<file path="src/rtl/result_uart_tx_if.sv">
// Control and result-BRAM read signals between the host command logic and result_uart_tx.
interface result_uart_tx_if #(
  parameter int unsigned ADDR_WIDTH = 10,
  parameter int unsigned DATA_WIDTH = 16
);
  logic                  start;
  logic [ADDR_WIDTH:0]   num_words;
  logic                  rd_en;
  logic [ADDR_WIDTH-1:0] rd_addr;
  logic [DATA_WIDTH-1:0] rd_data;
  logic                  busy;
  logic                  done;

  // master: requester plus BRAM side; slave: the transmitter
  modport master (
    output start, num_words, rd_data,
    input  rd_en, rd_addr, busy, done
  );

  modport slave (
    input  start, num_words, rd_data,
    output rd_en, rd_addr, busy, done
  );
endinterface

</file>
<file path="src/rtl/result_uart_tx.sv">
// Reads num_words result words from BRAM and sends each as 8N1 bytes, LSB byte first.
module result_uart_tx #(
  parameter int unsigned CLOCK_FREQ = 50_000_000,
  parameter int unsigned BAUD       = 115200,
  parameter int unsigned ADDR_WIDTH = 10,
  parameter int unsigned DATA_WIDTH = 16
) (
  input  logic             clk,
  input  logic             rst,
  result_uart_tx_if.slave  bus,
  output logic             tx
);
  localparam int unsigned CLKS_PER_BIT = CLOCK_FREQ / BAUD;
  localparam int unsigned BYTES        = DATA_WIDTH / 8;
  localparam int unsigned CNT_W        = $clog2(CLKS_PER_BIT);
  localparam int unsigned BYTE_W       = (BYTES > 1) ? $clog2(BYTES) : 1;

  localparam logic [CNT_W-1:0]    CNT_LAST  = CNT_W'(CLKS_PER_BIT - 1);
  localparam logic [BYTE_W-1:0]   BYTE_LAST = BYTE_W'(BYTES - 1);
  localparam logic [ADDR_WIDTH:0] IDX_ONE   = (ADDR_WIDTH+1)'(1);

  typedef enum logic [2:0] {
    IDLE, FETCH, WAIT, START_BIT, DATA_BITS, STOP_BIT, DONE
  } state_t;

  state_t                state;
  logic [CNT_W-1:0]      clk_cnt;
  logic [2:0]            bit_idx;
  logic [BYTE_W-1:0]     byte_idx;
  logic [ADDR_WIDTH:0]   word_idx;
  logic [ADDR_WIDTH:0]   word_cnt;
  logic [ADDR_WIDTH:0]   next_idx;
  logic [DATA_WIDTH-1:0] shift;

  always_comb next_idx = word_idx + IDX_ONE;

  always_ff @(posedge clk or posedge rst) begin
    if (rst) begin
      state       <= IDLE;
      clk_cnt     <= '0;
      bit_idx     <= '0;
      byte_idx    <= '0;
      word_idx    <= '0;
      word_cnt    <= '0;
      shift       <= '0;
      tx          <= 1'b1;
      bus.busy    <= 1'b0;
      bus.done    <= 1'b0;
      bus.rd_en   <= 1'b0;
      bus.rd_addr <= '0;
    end else begin
      bus.rd_en <= 1'b0;
      bus.done  <= 1'b0;
      case (state)
        IDLE: begin
          tx <= 1'b1;
          if (bus.start) begin
            if (bus.num_words != '0) begin
              word_cnt    <= bus.num_words;
              word_idx    <= '0;
              bus.rd_en   <= 1'b1;
              bus.rd_addr <= '0;
              bus.busy    <= 1'b1;
              state       <= FETCH;
            end else begin
              bus.done <= 1'b1;
              state    <= DONE;
            end
          end
        end
        FETCH: state <= WAIT;
        WAIT: begin
          shift    <= bus.rd_data;
          byte_idx <= '0;
          bit_idx  <= '0;
          clk_cnt  <= '0;
          tx       <= 1'b0;
          state    <= START_BIT;
        end
        START_BIT: begin
          if (clk_cnt == CNT_LAST) begin
            clk_cnt <= '0;
            tx      <= shift[0];
            state   <= DATA_BITS;
          end else begin
            clk_cnt <= clk_cnt + 1'b1;
          end
        end
        // Shifting the whole word right leaves the next byte in [7:0] after 8 bits.
        DATA_BITS: begin
          if (clk_cnt == CNT_LAST) begin
            clk_cnt <= '0;
            shift   <= shift >> 1;
            if (bit_idx == 3'd7) begin
              bit_idx <= '0;
              tx      <= 1'b1;
              state   <= STOP_BIT;
            end else begin
              bit_idx <= bit_idx + 1'b1;
              tx      <= shift[1];
            end
          end else begin
            clk_cnt <= clk_cnt + 1'b1;
          end
        end
        STOP_BIT: begin
          if (clk_cnt == CNT_LAST) begin
            clk_cnt <= '0;
            if (byte_idx != BYTE_LAST) begin
              byte_idx <= byte_idx + 1'b1;
              tx       <= 1'b0;
              state    <= START_BIT;
            end else if (next_idx != word_cnt) begin
              word_idx    <= next_idx;
              bus.rd_en   <= 1'b1;
              bus.rd_addr <= next_idx[ADDR_WIDTH-1:0];
              state       <= FETCH;
            end else begin
              bus.busy <= 1'b0;
              bus.done <= 1'b1;
              state    <= DONE;
            end
          end else begin
            clk_cnt <= clk_cnt + 1'b1;
          end
        end
        DONE:    state <= IDLE;
        default: state <= IDLE;
      endcase
    end
  end
endmodule

</file>
<file path="src/flat_wrapper.sv">
// flat-port wrapper written by rule: the top's interface ports become plain ports
module result_uart_tx_flat 
#(
  parameter int unsigned CLOCK_FREQ = 50_000_000,
  parameter int unsigned BAUD       = 115200,
  parameter int unsigned ADDR_WIDTH = 10,
  parameter int unsigned DATA_WIDTH = 16
)
  (clk, rst, tx, bus_start, bus_num_words, bus_rd_data, bus_rd_en, bus_rd_addr, bus_busy, bus_done);
  result_uart_tx_if #(.ADDR_WIDTH(ADDR_WIDTH), .DATA_WIDTH(DATA_WIDTH)) bus_i ();
  input  logic clk;
  input  logic rst;
  output logic tx;
  input wire logic [$bits(bus_i.start)-1:0] bus_start;
  input wire logic [$bits(bus_i.num_words)-1:0] bus_num_words;
  input wire logic [$bits(bus_i.rd_data)-1:0] bus_rd_data;
  output wire logic [$bits(bus_i.rd_en)-1:0] bus_rd_en;
  output wire logic [$bits(bus_i.rd_addr)-1:0] bus_rd_addr;
  output wire logic [$bits(bus_i.busy)-1:0] bus_busy;
  output wire logic [$bits(bus_i.done)-1:0] bus_done;
  assign bus_i.start = bus_start;
  assign bus_i.num_words = bus_num_words;
  assign bus_i.rd_data = bus_rd_data;
  assign bus_rd_en = bus_i.rd_en;
  assign bus_rd_addr = bus_i.rd_addr;
  assign bus_busy = bus_i.busy;
  assign bus_done = bus_i.done;
  result_uart_tx #(.CLOCK_FREQ(CLOCK_FREQ), .BAUD(BAUD), .ADDR_WIDTH(ADDR_WIDTH), .DATA_WIDTH(DATA_WIDTH)) u_core (.clk(clk), .rst(rst), .bus(bus_i), .tx(tx));
endmodule
</file>
<file path="config.mk">
export PLATFORM = sky130hd
export DESIGN_NAME = result_uart_tx_flat
export DESIGN_NICKNAME = d
export VERILOG_FILES = /design/src/rtl/result_uart_tx_if.sv /design/src/rtl/result_uart_tx.sv /design/src/flat_wrapper.sv
export SDC_FILE = /design/constraint.sdc
export NUM_CORES = 1
export LEC_CHECK = 0
export BUFFER_PORTS_ARGS = -buffer_cell sky130_fd_sc_hd__buf_4
export CAP_MARGIN = 15
export CORE_AREA = 5 5 99 101
export DETAILED_ROUTE_END_ITERATION = 10
export DIE_AREA = 0 0 104 106
export PLACE_DENSITY_LB_ADDON = 0.12
export SETUP_SLACK_MARGIN = 0.2
export SYNTH_ARGS = -nofsm -noshare
export SYNTH_HDL_FRONTEND = slang
export SYNTH_SLANG_ARGS = --single-unit
</file>
<file path="constraint.sdc">
create_clock -name clk -period 8.02 [get_ports clk]
set_clock_uncertainty 0.2 [all_clocks]
set_input_delay 0 -clock clk [delete_from_list [all_inputs] [get_ports clk]]
set_output_delay 0 -clock clk [all_outputs]
set_load 0.01 [all_outputs]
</file>
### Yosys cells after proc, flatten, opt, wreduce, memory -nomap -nowiden

Index checks and enable logic that the tools add are counted.

* bits in registers: 68
* word-level logic and storage cells: 104
* input bits: 30

* eq/ne operators: 18
* muxes and demuxes: 55
* add/sub/neg operators: 4
* reduce and logical (&&, ||, !) cells: 15

Operator list (number)
* two-way mux 11 bit: 5
* two-way mux 10 bit: 5
* one-hot mux 16 bit (2 select lines): 1
* two-way mux 3 bit: 10
* two-way mux 1 bit: 22
* one-hot mux 11 bit (2 select lines): 1
* one-hot mux 10 bit (2 select lines): 1
* one-hot mux 3 bit (6 select lines): 1
* one-hot mux 9 bit (2 select lines): 1
* two-way mux 16 bit: 1
* != test 2 x 1 -> 1 bit (second input constant): 7
* AND reduction 6 bit: 2
* adder 11 x 1 -> 11 bit (second input constant): 1
* != test 11 bit: 1
* nonzero test 11 bit: 1
* AND reduction 5 bit: 2
* adder 9 x 1 -> 9 bit (second input constant): 1
* equality test 3 bit (second input constant): 3
* equality test 9 bit (second input constant): 1
* two-way mux 9 bit: 1
* one-hot mux 1 bit (2 select lines): 4
* nonzero test 2 bit: 4
* equality test 3 x 2 -> 1 bit (second input constant): 2
* != test 2 bit (second input constant): 3
* 10 further kinds: 11

### Depth between registers and ports, before layout

* depth after elaboration: 6
* gate-level depth with buffers: 9
* depth with buffers taken out: 8

### Worst setup path before layout

OpenSTA, ideal clock, no wires.

* path kind: flip-flop to flip-flop
* start point: reg u_core.word_idx[0]
* end point: reg u_core.word_idx[0]
* arrival time: 2.360 ns
* stages on the path, launching flop included: 8
* slack: 5.334 ns
* period minus slack after synthesis: 2.686 ns
* path through: dfrtp_1 -> ha_1 -> nand3_2 -> or4_1 -> a2bb2o_1 -> nor4b_4 -> a21boi_1 -> a221o_1

* cells in the longest elaborated chain, start to end: 5
* elaborated cells between the ends (all ways): 8

RTL lines
* start, declared: RTL line result_uart_tx.sv:30 `logic [ADDR_WIDTH:0] word_idx;`
* start signal, assigned: RTL line result_uart_tx.sv:114 `word_idx <= next_idx;`
* adder 11 x 1 -> 11 bit (*): RTL line result_uart_tx.sv:35 `always_comb next_idx = word_idx + IDX_ONE;`
* branches (longest 4 deep; another with != test 11 bit)

Mark *: on every way between the ends. The select of a mux whose other input is x is not followed.
A chain may end at the register's enable or synchronous reset.

### Worst setup path in the final report

* start point: reg u_core.word_idx[0]
* end point: reg u_core.word_idx[8]

The elaborated chain is that of the path after synthesis.

==> results.json <==
{
  "clockRootBuffer": "clkbuf_8",
  "insertion_delay_ns": 0.34,
  "ys.flop_type": "dfrtp_1",
  "worst_pin_slew_ns": 1.113,
  "instances_no_fill": 546,
  "syn_to_final_growth_pct": 24.30,
  "yosysWarnings": 0,
  "drtIter0Drc": 94,
  "power_frac_seq_pct": 45.7,
  "synth_area_mm2": 0.003455,
  "num_rows": 35,
  "htree_levels": 3,
  "crit_start": "u_core.word_idx[0]$_DFFE_PP0P_",
  "ys_seq_area_share_pct": 42.05,
  "reg2reg_to": "u_core.word_idx[8]$_DFFE_PP0P_",
  "dieWidth_um": 104,
  "slew_headroom_pct": 25.65,
  "wire_per_inst_um": 14.96,
  "cts_buffer_depth": 2,
  "critPathMaxFanout": 10,
  "leakagePower_nw": 1.890,
  "grt_pass1_wl_um": 13810,
  "io_buffers": 43,
  "reg2reg_from": "u_core.word_idx[0]$_DFFE_PP0P_",
  "drive_gt1_share_pct": 19.54,
  "drv_cap": 0,
  "hold_viol_final": 0,
  "synth.distinct_cells": 60,
  "power.density_mw_per_mm2": 152.5,
  "status": "finished, final reports clean",
  "total_power_w": 0.0006548,
  "reg2reg_depth": 7,
  "cts_tree": "built",
  "cts-resized-gates": 0,
  "grt_max_degree": 59,
  "cp-end-kind": "flop",
  "fin_nets": 465,
  "clkPwrFrac_pct": 48.8,
  "hold_buffers": 29,
  "dp.cells": 501,
  "min_period_ns": 3.115,
  "slew_viol_final": 0,
  "power.share.switching_pct": 20.77,
  "max_freq_mhz": 321.0,
  "post-route-period-util_pct": 38.85,
  "required_ns": 8.01,
  "r2r_slack_ns": 4.90,
  "gr-usage-all-layers_pct": 15.21,
  "pin_count": 44,
  "globalplace.congestion": 0.8425,
  "wirelength_um": 8167,
  "clkSinkCount": 58,
  "grt_pass1_vias": 2848,
  "fp.dieArea_mm2": 0.01102,
  "p_sw_w": 0.0001360,
  "endpoint": "u_core.word_idx[8]$_DFFE_PP0P_",
  "ys_ff_latch": 58,
  "post_synth.cell_area_avg_um2": 9.237,
  "worstSetupPathType": "reg -> reg",
  "rsz0062_at_grt": "false",
  "grt_antenna_before_repair": 0,
  "fin_setup_tns_ns": 0,
  "postRouteAntennaNets": 0,
  "worstPathArrival_ns": 3.11,
  "diodes": 0,
  "synth_edf_count": 0,
  "syn_nets": 409,
  "cts_setup_buffers": 0,
  "die_h_um": 106,
  "async_reset_ff_share_pct": 100.0,
  "numCtsBuffers": 9,
  "fin_hold_ws_ns": 0.2321,
  "finalSetupViolations": 0,
  "hp-class": "in -> reg",
  "vias_per_cell": 5.256,
  "drc": 0,
  "vias": 2870,
  "drtPass1Iterations": 4,
  "p_int_w": 0.0005188,
  "dpl.hpwl_um": 5448,
  "cp-start-kind": "flop",
  "vdd_drop_max_uv": 91.60,
  "clk_pin_slew_ns": 0.07,
  "netlist_instances": 374,
  "p_comb_share_pct": 5.6,
  "overflow": 0,
  "start_util_pct": 38.67,
  "post-route-util_pct": 48.07,
  "core_area_mm2": 0.008934
}
## how the worst min path moves through the flow
stage                                start                        endpoint  slack [ns]  depth (start not counted)
after detailed placement  bus_num_words[7]  u_core.word_cnt[7]$_DFFE_PP0P_        0.03                          3
after global placement    bus_num_words[7]  u_core.word_cnt[7]$_DFFE_PP0P_        0.03                          3
after global routing      bus_num_words[0]  u_core.word_cnt[0]$_DFFE_PP0P_        0.24                          3
after CTS                 bus_num_words[7]  u_core.word_cnt[7]$_DFFE_PP0P_        0.21                          4
after floorplan           bus_num_words[7]  u_core.word_cnt[7]$_DFFE_PP0P_       -0.08                          2
final                     bus_num_words[7]  u_core.word_cnt[7]$_DFFE_PP0P_        0.23                          4
## cell type report
class,count,area (um^2)
clock buffers,12,165.2
clock inverters,4,72.57
fillers,886,4639
inverters,18,67.56
multi-input cells,267,1754
flip-flops and latches,58,1453
well taps,111,138.9
repair buffers,76,643.1
## worst max-delay path, stage by stage (launching register included)
cell and delay, ns:
dfrtp_1 0.50, ha_1 0.33, nand3_2 0.22, or4_1 0.56, a2bb2o_1 0.31, nor4b_4 0.30, a21bo_1 0.41, o22ai_1 0.13
## routing by layer
layer  track usage [%]  share of wire [%]
met5                 0                  0
met4             5.458                2.2
met3             3.886                3.2
met2             26.00                 50
met1             18.52                 45
## kinds of logic after synthesis
group | count (synthesis) | share of synthesized area, %
multiplexers | 28 | 8.511
XOR/XNOR | 14 | 3.549
buffers and inverters | 49 | 7.244
flip-flops | 58 | 42.05
AND/OR/NAND/NOR | 120 | 19.12
AO/OA/AOI/OAI | 100 | 17.71
adder cells (fa/ha/maj) | 5 | 1.811
## cells in the final DEF, fill, tap and decap left out, types with 6 or more instances in the layout
cell type       n
a21oi_1        37
and3_1          8
buf_4          47
clkbuf_8       12
dfrtp_1        57
dlygate4sd3_1  29
inv_1          16
mux2_2         11
mux2i_1        17
nand2_1        14
nand2b_1        7
nand3_1        11
nor2_1         29
nor2b_1         6
nor3_1         15
o21ai_0        23
o22ai_1        11
xnor2_1        10
## stage by stage
step / instance area [um^2] / setup slack [ns]
2_1_floorplan: 3455 / 5.334
3_3_place_gp: 3766 / 5.060
3_5_place_dp: 3766 / 4.958
4_1_cts: 4294 / 4.932
5_1_grt: 4294 / 4.608
6_report: 4294 / 4.905
## power by group through the flow
stage          Clock (W)  Combinational, W  Sequential, W
2_1_floorplan          0         0.0000107       0.000304
3_3_place_gp           0         0.0000256       0.000304
3_5_place_dp           0         0.0000260       0.000304
4_1_cts         0.000331         0.0000372       0.000299
5_1_grt         0.000342         0.0000406       0.000299
6_report        0.000319         0.0000364       0.000299
## flip-flops by register name, summed over array words and instances (netlist names)
register	cells
u_core.shift	16
u_core.word_idx	11
u_core.byte_idx	1
u_core.clk_cnt	9
u_core.tx	1
u_core.word_cnt	11
u_core.bus.done	1
u_core.state	3
u_core.bus.rd_en	1
u_core.bus.busy	1
u_core.bit_idx	3
## cell usage after synthesis, types with 2 or more instances
cell      instances  area share [%]
a211o_1           2            0.51
a21oi_1          37             5.4
a221oi_1          2            0.51
a22o_1            3            0.76
a31oi_1           2            0.36
and2_1            3            0.54
and3_1            8             1.4
and4_1            2            0.51
buf_1             2            0.22
buf_2             8             1.2
buf_4            11             2.4
buf_6             2            0.65
clkbuf_1          8            0.87
dfrtp_1          57              41
ha_1              5             1.8
inv_1            17             1.8
mux2_2           11             3.6
mux2i_1          17             4.9
nand2_1          14             1.5
nand2b_1          7             1.3
nand3_1          11             1.6
nand4_1           4            0.72
nor2_1           30             3.3
nor2b_1           6             1.1
nor3_1           15             2.2
nor3_2            2            0.58
nor4_1            3            0.54
o21a_1            2            0.43
o21ai_0          23             3.3
o22ai_1          11             2.0
o31ai_1           4            0.87
or3_1             4            0.72
or4_1             2            0.43
xnor2_1          10             2.5
xor2_1            4             1.0
Note: power is estimated with default switching activity, not from simulation.
